`src/rtl/splitter_pkg.sv`:
```
// Shared definitions for the word splitter family: FSM encoding, default widths
// and the lane-count saturation rule.
package splitter_pkg;

    localparam int unsigned DEFAULT_WORD_W = 32;
    localparam int unsigned DEFAULT_LANE_W = 8;

    localparam logic [0:0] ST_IDLE = 1'b0;
    localparam logic [0:0] ST_EMIT = 1'b1;

    // A requested count of 0 or above the lane total means "the whole word".
    function automatic int unsigned sat_lanes(input int unsigned lanes,
                                              input int unsigned num_lanes);
        if (lanes == 0 || lanes > num_lanes) begin
            return num_lanes;
        end
        return lanes;
    endfunction

endpackage

```
`src/rtl/lane_mux.sv`:
```
// Combinational selector: returns lane i_idx of a word, lane 0 being the
// least-significant LANE_W bits.
module lane_mux #(
    parameter int unsigned WORD_W = 32,
    parameter int unsigned LANE_W = 8,
    localparam int unsigned NUM_LANES = WORD_W / LANE_W,
    localparam int unsigned IDX_W = $clog2(NUM_LANES + 1)
) (
    input  logic [WORD_W-1:0] i_word,
    input  logic [IDX_W-1:0]  i_idx,
    output logic [LANE_W-1:0] o_lane
);

    always_comb begin
        o_lane = '0;
        for (int i = 0; i < int'(NUM_LANES); i++) begin
            if (i_idx == IDX_W'(i)) begin
                o_lane = i_word[i*LANE_W +: LANE_W];
            end
        end
    end

endmodule

```
`src/rtl/word_lane_serializer.sv`:
```
// Splits a WORD_W-bit word into LANE_W-bit lanes emitted one per cycle, with
// per-word lane order and lane count, over valid/ready on both sides.
module word_lane_serializer
    import splitter_pkg::*;
#(
    parameter int unsigned WORD_W = DEFAULT_WORD_W,
    parameter int unsigned LANE_W = DEFAULT_LANE_W,
    localparam int unsigned NUM_LANES = WORD_W / LANE_W,
    localparam int unsigned CNT_W = $clog2(NUM_LANES + 1)
) (
    input  logic              clk,
    input  logic              rst_n,
    input  logic              in_valid,
    output logic              in_ready,
    input  logic [WORD_W-1:0] in_data,
    input  logic              in_msb_first,
    input  logic [CNT_W-1:0]  in_lanes,
    output logic              out_valid,
    input  logic              out_ready,
    output logic [LANE_W-1:0] out_data,
    output logic [CNT_W-1:0]  out_idx,
    output logic              out_last
);

    localparam logic [CNT_W-1:0] LAST_IDX = CNT_W'(NUM_LANES - 1);
    localparam logic [CNT_W-1:0] ONE      = CNT_W'(1);

    generate
        if ((WORD_W % LANE_W) != 0 || NUM_LANES < 2) begin : g_bad_params
            $error("word_lane_serializer: WORD_W must be a multiple of LANE_W with >= 2 lanes");
        end
    endgenerate

    logic [0:0]        r_state;
    logic [WORD_W-1:0] r_word;
    logic              r_msb;
    logic [CNT_W-1:0]  r_idx;
    logic [CNT_W-1:0]  r_left;

    logic              w_in_fire;
    logic              w_out_fire;
    logic [CNT_W-1:0]  w_k;

    assign out_valid = (r_state == ST_EMIT);
    assign out_last  = out_valid && (r_left == ONE);
    assign out_idx   = r_idx;

    // Accepting during the final lane's transfer keeps the output stream gap-free.
    assign in_ready   = (r_state == ST_IDLE) || (out_valid && out_ready && out_last);
    assign w_in_fire  = in_valid && in_ready;
    assign w_out_fire = out_valid && out_ready;
    assign w_k        = CNT_W'(sat_lanes(32'(in_lanes), NUM_LANES));

    always_ff @(posedge clk or negedge rst_n) begin
        if (!rst_n) begin
            r_state <= ST_IDLE;
            r_word  <= '0;
            r_msb   <= 1'b0;
            r_idx   <= '0;
            r_left  <= '0;
        end else if (w_in_fire) begin
            r_state <= ST_EMIT;
            r_word  <= in_data;
            r_msb   <= in_msb_first;
            r_left  <= w_k;
            r_idx   <= in_msb_first ? LAST_IDX : '0;
        end else if (w_out_fire) begin
            if (out_last) begin
                r_state <= ST_IDLE;
            end else begin
                r_left <= r_left - ONE;
                r_idx  <= r_msb ? (r_idx - ONE) : (r_idx + ONE);
            end
        end
    end

    lane_mux #(
        .WORD_W(WORD_W),
        .LANE_W(LANE_W)
    ) u_lane_mux (
        .i_word(r_word),
        .i_idx (r_idx),
        .o_lane(out_data)
    );

endmodule

```
`config.mk`:
```
export PLATFORM = sky130hd
export DESIGN_NAME = word_lane_serializer
export DESIGN_NICKNAME = d
export VERILOG_FILES = /design/src/rtl/splitter_pkg.sv /design/src/rtl/lane_mux.sv /design/src/rtl/word_lane_serializer.sv
export SDC_FILE = /design/constraint.sdc
export NUM_CORES = 1
export LEC_CHECK = 0
export CAP_MARGIN = 20
export CORE_ASPECT_RATIO = 0.8
export CORE_UTILIZATION = 45
export DETAILED_ROUTE_END_ITERATION = 10
export PLACE_DENSITY_LB_ADDON = 0.12
export SKIP_CTS_REPAIR_TIMING = 1
export SLEW_MARGIN = 20
export SYNTH_ARGS = -nofsm -noshare
export SYNTH_HDL_FRONTEND = slang
export SYNTH_SLANG_ARGS = --single-unit
```
`constraint.sdc`:
```
create_clock -name clk -period 2.65 [get_ports clk]
set_input_delay 0.265 -clock clk [delete_from_list [all_inputs] [get_ports clk]]
set_output_delay 0.265 -clock clk [all_outputs]
set_load 0.1 [all_outputs]
```
==> results of run 1 <==
==> layer usage <==
| metal | part of all wire [%] | wire [µm] | GRT usage, % | up-vias |
|---|---|---|---|---|
| met1 | 46 | 2140 | 27.4 | 737 |
| met3 | 6.7 | 312 | 5.74 | 8 |
| met2 | 45 | 2120 | 32.5 | 62 |
| li1 | - | - | - | 734 |
| met5 | 0 | 0 | 0 | - |
| met4 | 2.0 | 92 | 9.20 | 0 |
==> synthesized netlist by cell type, drive strengths merged <==
master,n
nor2,4
a32oi,1
a22o,8
a221oi,8
a21boi,1
buf,8
dfrtp,40
a21o,1
o32a,1
a211oi,1
or2,1
nand2,13
a2111oi,1
clkbuf,2
a211o,1
xor2,1
nand3,1
mux2,26
mux2i,5
a21oi,8
nand4,1
o21ai,11
ha,9
o31ai,1
nor2b,3
nor4b,1
nand2b,4
inv,16
==> registers in the layout, indices dropped and copies added, names as in the netlist <==
name and count:
r_msb 1, r_word 32, r_left 3, out_valid 1, out_idx 3
==> cell families after synthesis <==
group	count (synthesis)
flip-flops	40
AND/OR/NAND/NOR	28
multiplexers	31
AO/OA/AOI/OAI	43
buffers and inverters	26
XOR/XNOR	1
adder cells (fa/ha/maj)	9
==> layout make-up <==
type | instances | area (µm²) | area share, %
flip-flops and latches | 40 | 1000 | 35.7
multi-input cells | 112 | 930 | 33.1
repair buffers | 54 | 611 | 21.7
clock buffers | 6 | 72.6 | 2.58
well taps | 57 | 71.3 | 2.54
clock inverters | 2 | 60.1 | 2.14
inverters | 16 | 60.1 | 2.14
==> stage by stage <==
stage | hold WS [ns] | instance area, µm² | cells | utilization [%] | setup slack (ns)
2_1_floorplan | -0.0306 | 2060 | 178 | - | 0.0803
6_report | 0.100 | 2810 | 287 | 66.0 | 0.172
4_1_cts | 0.118 | 2810 | 287 | 65.9 | 0.0671
5_1_grt | 0.165 | 2810 | 287 | 66.0 | 0.0552
3_5_place_dp | 0.435 | 2670 | 279 | 62.8 | 0.416
3_3_place_gp | 0.425 | 2670 | 279 | 62.8 | 0.571
==> how the worst max path moves through the flow <==
stage	endpoint	cells after the start	slack, ns	from
after floorplan	out_data[0]	5	0.08	out_idx[2]
after global placement	out_data[6]	7	0.57	out_idx[1]
after detailed placement	out_data[3]	7	0.42	out_idx[1]
after CTS	out_data[6]	7	0.07	out_idx[1]
after global routing	out_data[6]	7	0.06	out_idx[0]
final	out_data[6]	7	0.17	out_idx[0]
==> flow_metrics.tcl, run 1 <==
set metrics [dict create \
    arrival_ns 2.21 \
    path_delay_family "compound AO/OA/AOI/OAI gates" \
    path_max_fanout 8 \
    reg2reg_slack_ns 0.69 \
    rr_endpoint "r_left[1]" \
    slew_headroom_pct 40.2 \
    gp_congestion 0.758 \
    fill_cells 329 \
    synth_top_family_by_area "multiplexers" \
    netlist_area_um2 2040 \
    hold_violations 0 \
    grt_pass1_wl_um 7670 \
    yosys.area_share.adder_pct 5.52 \
    synthMuxAreaShare_pct 16.8 \
    seq_area_frac_synth_pct 49.0 \
    layout_common_cells "clkdlybuf4s50_1 (38), dfrtp_1 (38), mux2_2 (26)" \
    status "complete, no violations" \
    rsz0062_at_grt "false" \
    cts_tree "done" \
    routed_wl_um 4670 \
    yosys_warnings 0 \
    cts_root_buffer "clkbuf_8" \
    yosysTopAreaCellShare_pct 49.0 \
    max_freq_mhz 403 \
    slowest_stage "dfrtp_2" \
    dr_total_vias 1541 \
    worst_hold_path_type "in2async" \
    avgSynthCellArea_um2 11.5 \
    synth-seq-cells 40 \
    grt.total_usage_pct 20.9 \
    wl_per_cell_um 16.3 \
    core.rowCount 21 \
    drc 0 \
    numPortBuffers 53 \
    cts_made_buffers 5 \
    core_um2 4260 \
    grt_pass1_vias 1601 \
    dieArea_um2 4810 \
    worst_slew_pin_slew_ns 0.897 \
    worstSetupPathType "reg2out" \
    path_buf_inv 2 \
    fin_worst_skew_ns 0.00554 \
    syn_nets 227 \
    synth_compound_area_share_pct 15.5 \
    place_hpwl_um 3360 \
    drive_above_1_share_pct 27.8 \
    synth_top_cell_by_area "dfrtp_1" \
    die-height_um 62.2 \
    viasPerCell 5.37 \
    finalCritPeriodShare_pct 93.5 \
    detail-route-antenna-nets 0 \
    yosysUniqueCellTypes 32 \
    crit_path_max_incr_delay_ns 0.44 \
    yosys.area_share.xor_xnor_pct 0.429 \
    cp_cell_sequence "inv_1, ha_1, nor2b_1, a221oi_1, a21oi_1, a22o_2, buf_12" \
    finalSetupTns_ns 0 \
    clk_path_buf_depth 2 \
    synthTopCellsByArea "dfrtp_1 (49%), mux2_2 (14%), ha_1 (5.5%)" \
    endpoint_kind "primary output" \
    floorplan.initialDensity_pct 47.9 \
    cts.sinks 40 \
    cp-start-kind "flop" \
    drv_slew 0 \
    pin_count 54 \
    h-tree-depth 2 \
    drt_iter0_drc 136 \
    nNetsFinal 278 \
    timing.final.crit_period_ns 2.48 \
    r2r_start "r_left[1]" \
    clk_latency_ns 0.29 \
    clkSlewWorstSetupHoldPaths_ns 0.08 \
    synthSimpleGateAreaFrac_pct 6.56 \
    antenna_found_initial 0 \
    diodes 0 \
    setup_viol 0 \
    grt_max_degree 47 \
    overflow 0 \
    synthCells 178 \
    syn2layout_area_growth_pct 37.6 \
    drt-pass1-iter-count 4 \
    die_w_um 77.3 \
    cap_violations 0 \
    worstPathRequired_ns 2.38 \
    reg2regPathDepth 7 \
]
Power of run 1 is left out: the tool's default activity adds up to more than one toggle a clock period on the data nets, which glitch-free logic cannot reach.
==> run 2: changes to the inputs <==
Settings changed: GPL_ROUTABILITY_DRIVEN set to 1.
==> results of run 2 <==
No change in the layout: final DEF, timing and power equal those of run 1.
Power of run 2 is left out for the same reason.
==> run 3: changes to the inputs <==
Settings changed: SETUP_SLACK_MARGIN set to 0.5.
==> run 3 against run 2 <==
First-iteration DRC count down 49%; wire length up 3.4%; global-route usage down 0.52 points; clock skew down 0.0015 ns; critical endpoint is now out_data[2]; cell area up 9.7%; critical path depth down 1.
==> flow_metrics.tcl, run 3 (same netlist as run 1, synthesis figures left out) <==
set metrics [dict create \
    drt_iter0_drc 69 \
    core_um2 4260 \
    worst_slew_pin_slew_ns 0.896 \
    path_buf_inv 2 \
    drv_slew 0 \
    crit_path_max_incr_delay_ns 0.53 \
    h-tree-depth 2 \
    numPortBuffers 53 \
    cts_tree "done" \
    dr_total_vias 1597 \
    core.rowCount 21 \
    max_freq_mhz 447 \
    die_w_um 77.3 \
    clkSlewWorstSetupHoldPaths_ns 0.08 \
    hold_violations 0 \
    grt_pass1_vias 1584 \
    cp-start-kind "flop" \
    finalSetupTns_ns 0 \
    layout_common_cells "clkdlybuf4s50_1 (38), dfrtp_1 (37), mux2_2 (26)" \
    fill_cells 289 \
    drive_above_1_share_pct 40.6 \
    antenna_found_initial 0 \
    slew_headroom_pct 40.2 \
    detail-route-antenna-nets 0 \
    nNetsFinal 287 \
    gp_congestion 0.764 \
    pin_count 54 \
    cts_made_buffers 5 \
    grt.total_usage_pct 20.4 \
    fin_ws_ns 0.412 \
    syn2layout_area_growth_pct 50.9 \
    largest_register_ff_count 32 \
    grt_max_degree 44 \
    place_ws_ns 0.387 \
    fin_worst_skew_ns 0.00402 \
    worstPathRequired_ns 2.38 \
    reg2regPathDepth 6 \
    grt_pass1_wl_um 7670 \
    viasPerCell 5.40 \
    drc 0 \
    slowest_stage "dfrtp_4" \
    placed_area_um2 2760 \
    clk_latency_ns 0.29 \
    clk_path_buf_depth 2 \
    dieArea_um2 4810 \
    die-height_um 62.2 \
    routed_wl_um 4830 \
    status "complete, no violations" \
    hold_slack_ns 0.0917 \
    rsz0062_at_grt "true" \
    arrival_ns 1.97 \
    cp_cell_sequence "ha_4, buf_4, a221oi_2, a21oi_2, a22o_4, buf_12" \
    place_hpwl_um 3390 \
    worst_hold_path_type "in2async" \
    diodes 0 \
    drt-pass1-iter-count 4 \
    wl_per_cell_um 16.3 \
    endpoint_kind "primary output" \
    finalCritPeriodShare_pct 84.4 \
    timing.final.crit_period_ns 2.24 \
    path_delay_family "compound AO/OA/AOI/OAI gates" \
    worstSetupPathType "reg2out" \
    floorplan.initialDensity_pct 47.9 \
    cts_root_buffer "clkbuf_8" \
    cp.depth 6 \
    cts.sinks 40 \
    setup_viol 0 \
    largest-register "r_word" \
    final_common_cell "clkdlybuf4s50_1" \
    overflow 0 \
    final_area_um2 3080 \
    path_max_fanout 5 \
    cap_violations 0 \
]
-- run 3: per-layer routing --
metal,wire length [µm],GRT usage [%]
met5,0,0
met4,47,5.66
met2,2280,30.4
met1,2270,29.8
met3,222,4.41
-- run 3: through the flow --
| stage | utilization [%] | cells |
|---|---|---|
| floorplan | - | 178 |
| global placement | 64.7 | 279 |
| detailed placement | 64.7 | 279 |
| CTS | 67.5 | 287 |
| global route | 72.3 | 296 |
| finish | 72.3 | 296 |
-- run 3: worst reg2reg max path, cell delays in order (launching register included) --
cell      delay (ns)
dfrtp_1         0.36
inv_1           0.09
ha_1            0.20
nand2b_1        0.25
o21ai_4         0.32
buf_12          0.26
mux2_2          0.38
-- run 3: worst paths after layout --
path	slack (ns)	end	start
min in group clk	0.53	r_word[21]	in_data[21]
max in group asynchronous	1.89	out_idx[1]	rst_n
min reg2reg	0.54	r_word[15]	r_word[15]
max reg2reg	0.68	r_word[6]	r_left[1]
max	0.41	out_data[2]	out_idx[0]
min	0.09	r_word[25]	rst_n
-- run 3: area by class of cell --
cell class                 count  area [µm²]  share of cell area [%]
clock buffer                   5        68.8                    2.23
clock inverter                 3        47.5                    1.54
inverter                      16        67.6                    2.19
multi-input combinational    112        1120                    36.5
sequential                    40        1010                    32.8
tap                           57        71.3                    2.32
timing repair buffer          63         691                    22.4
Power of run 3 is left out for the same reason.
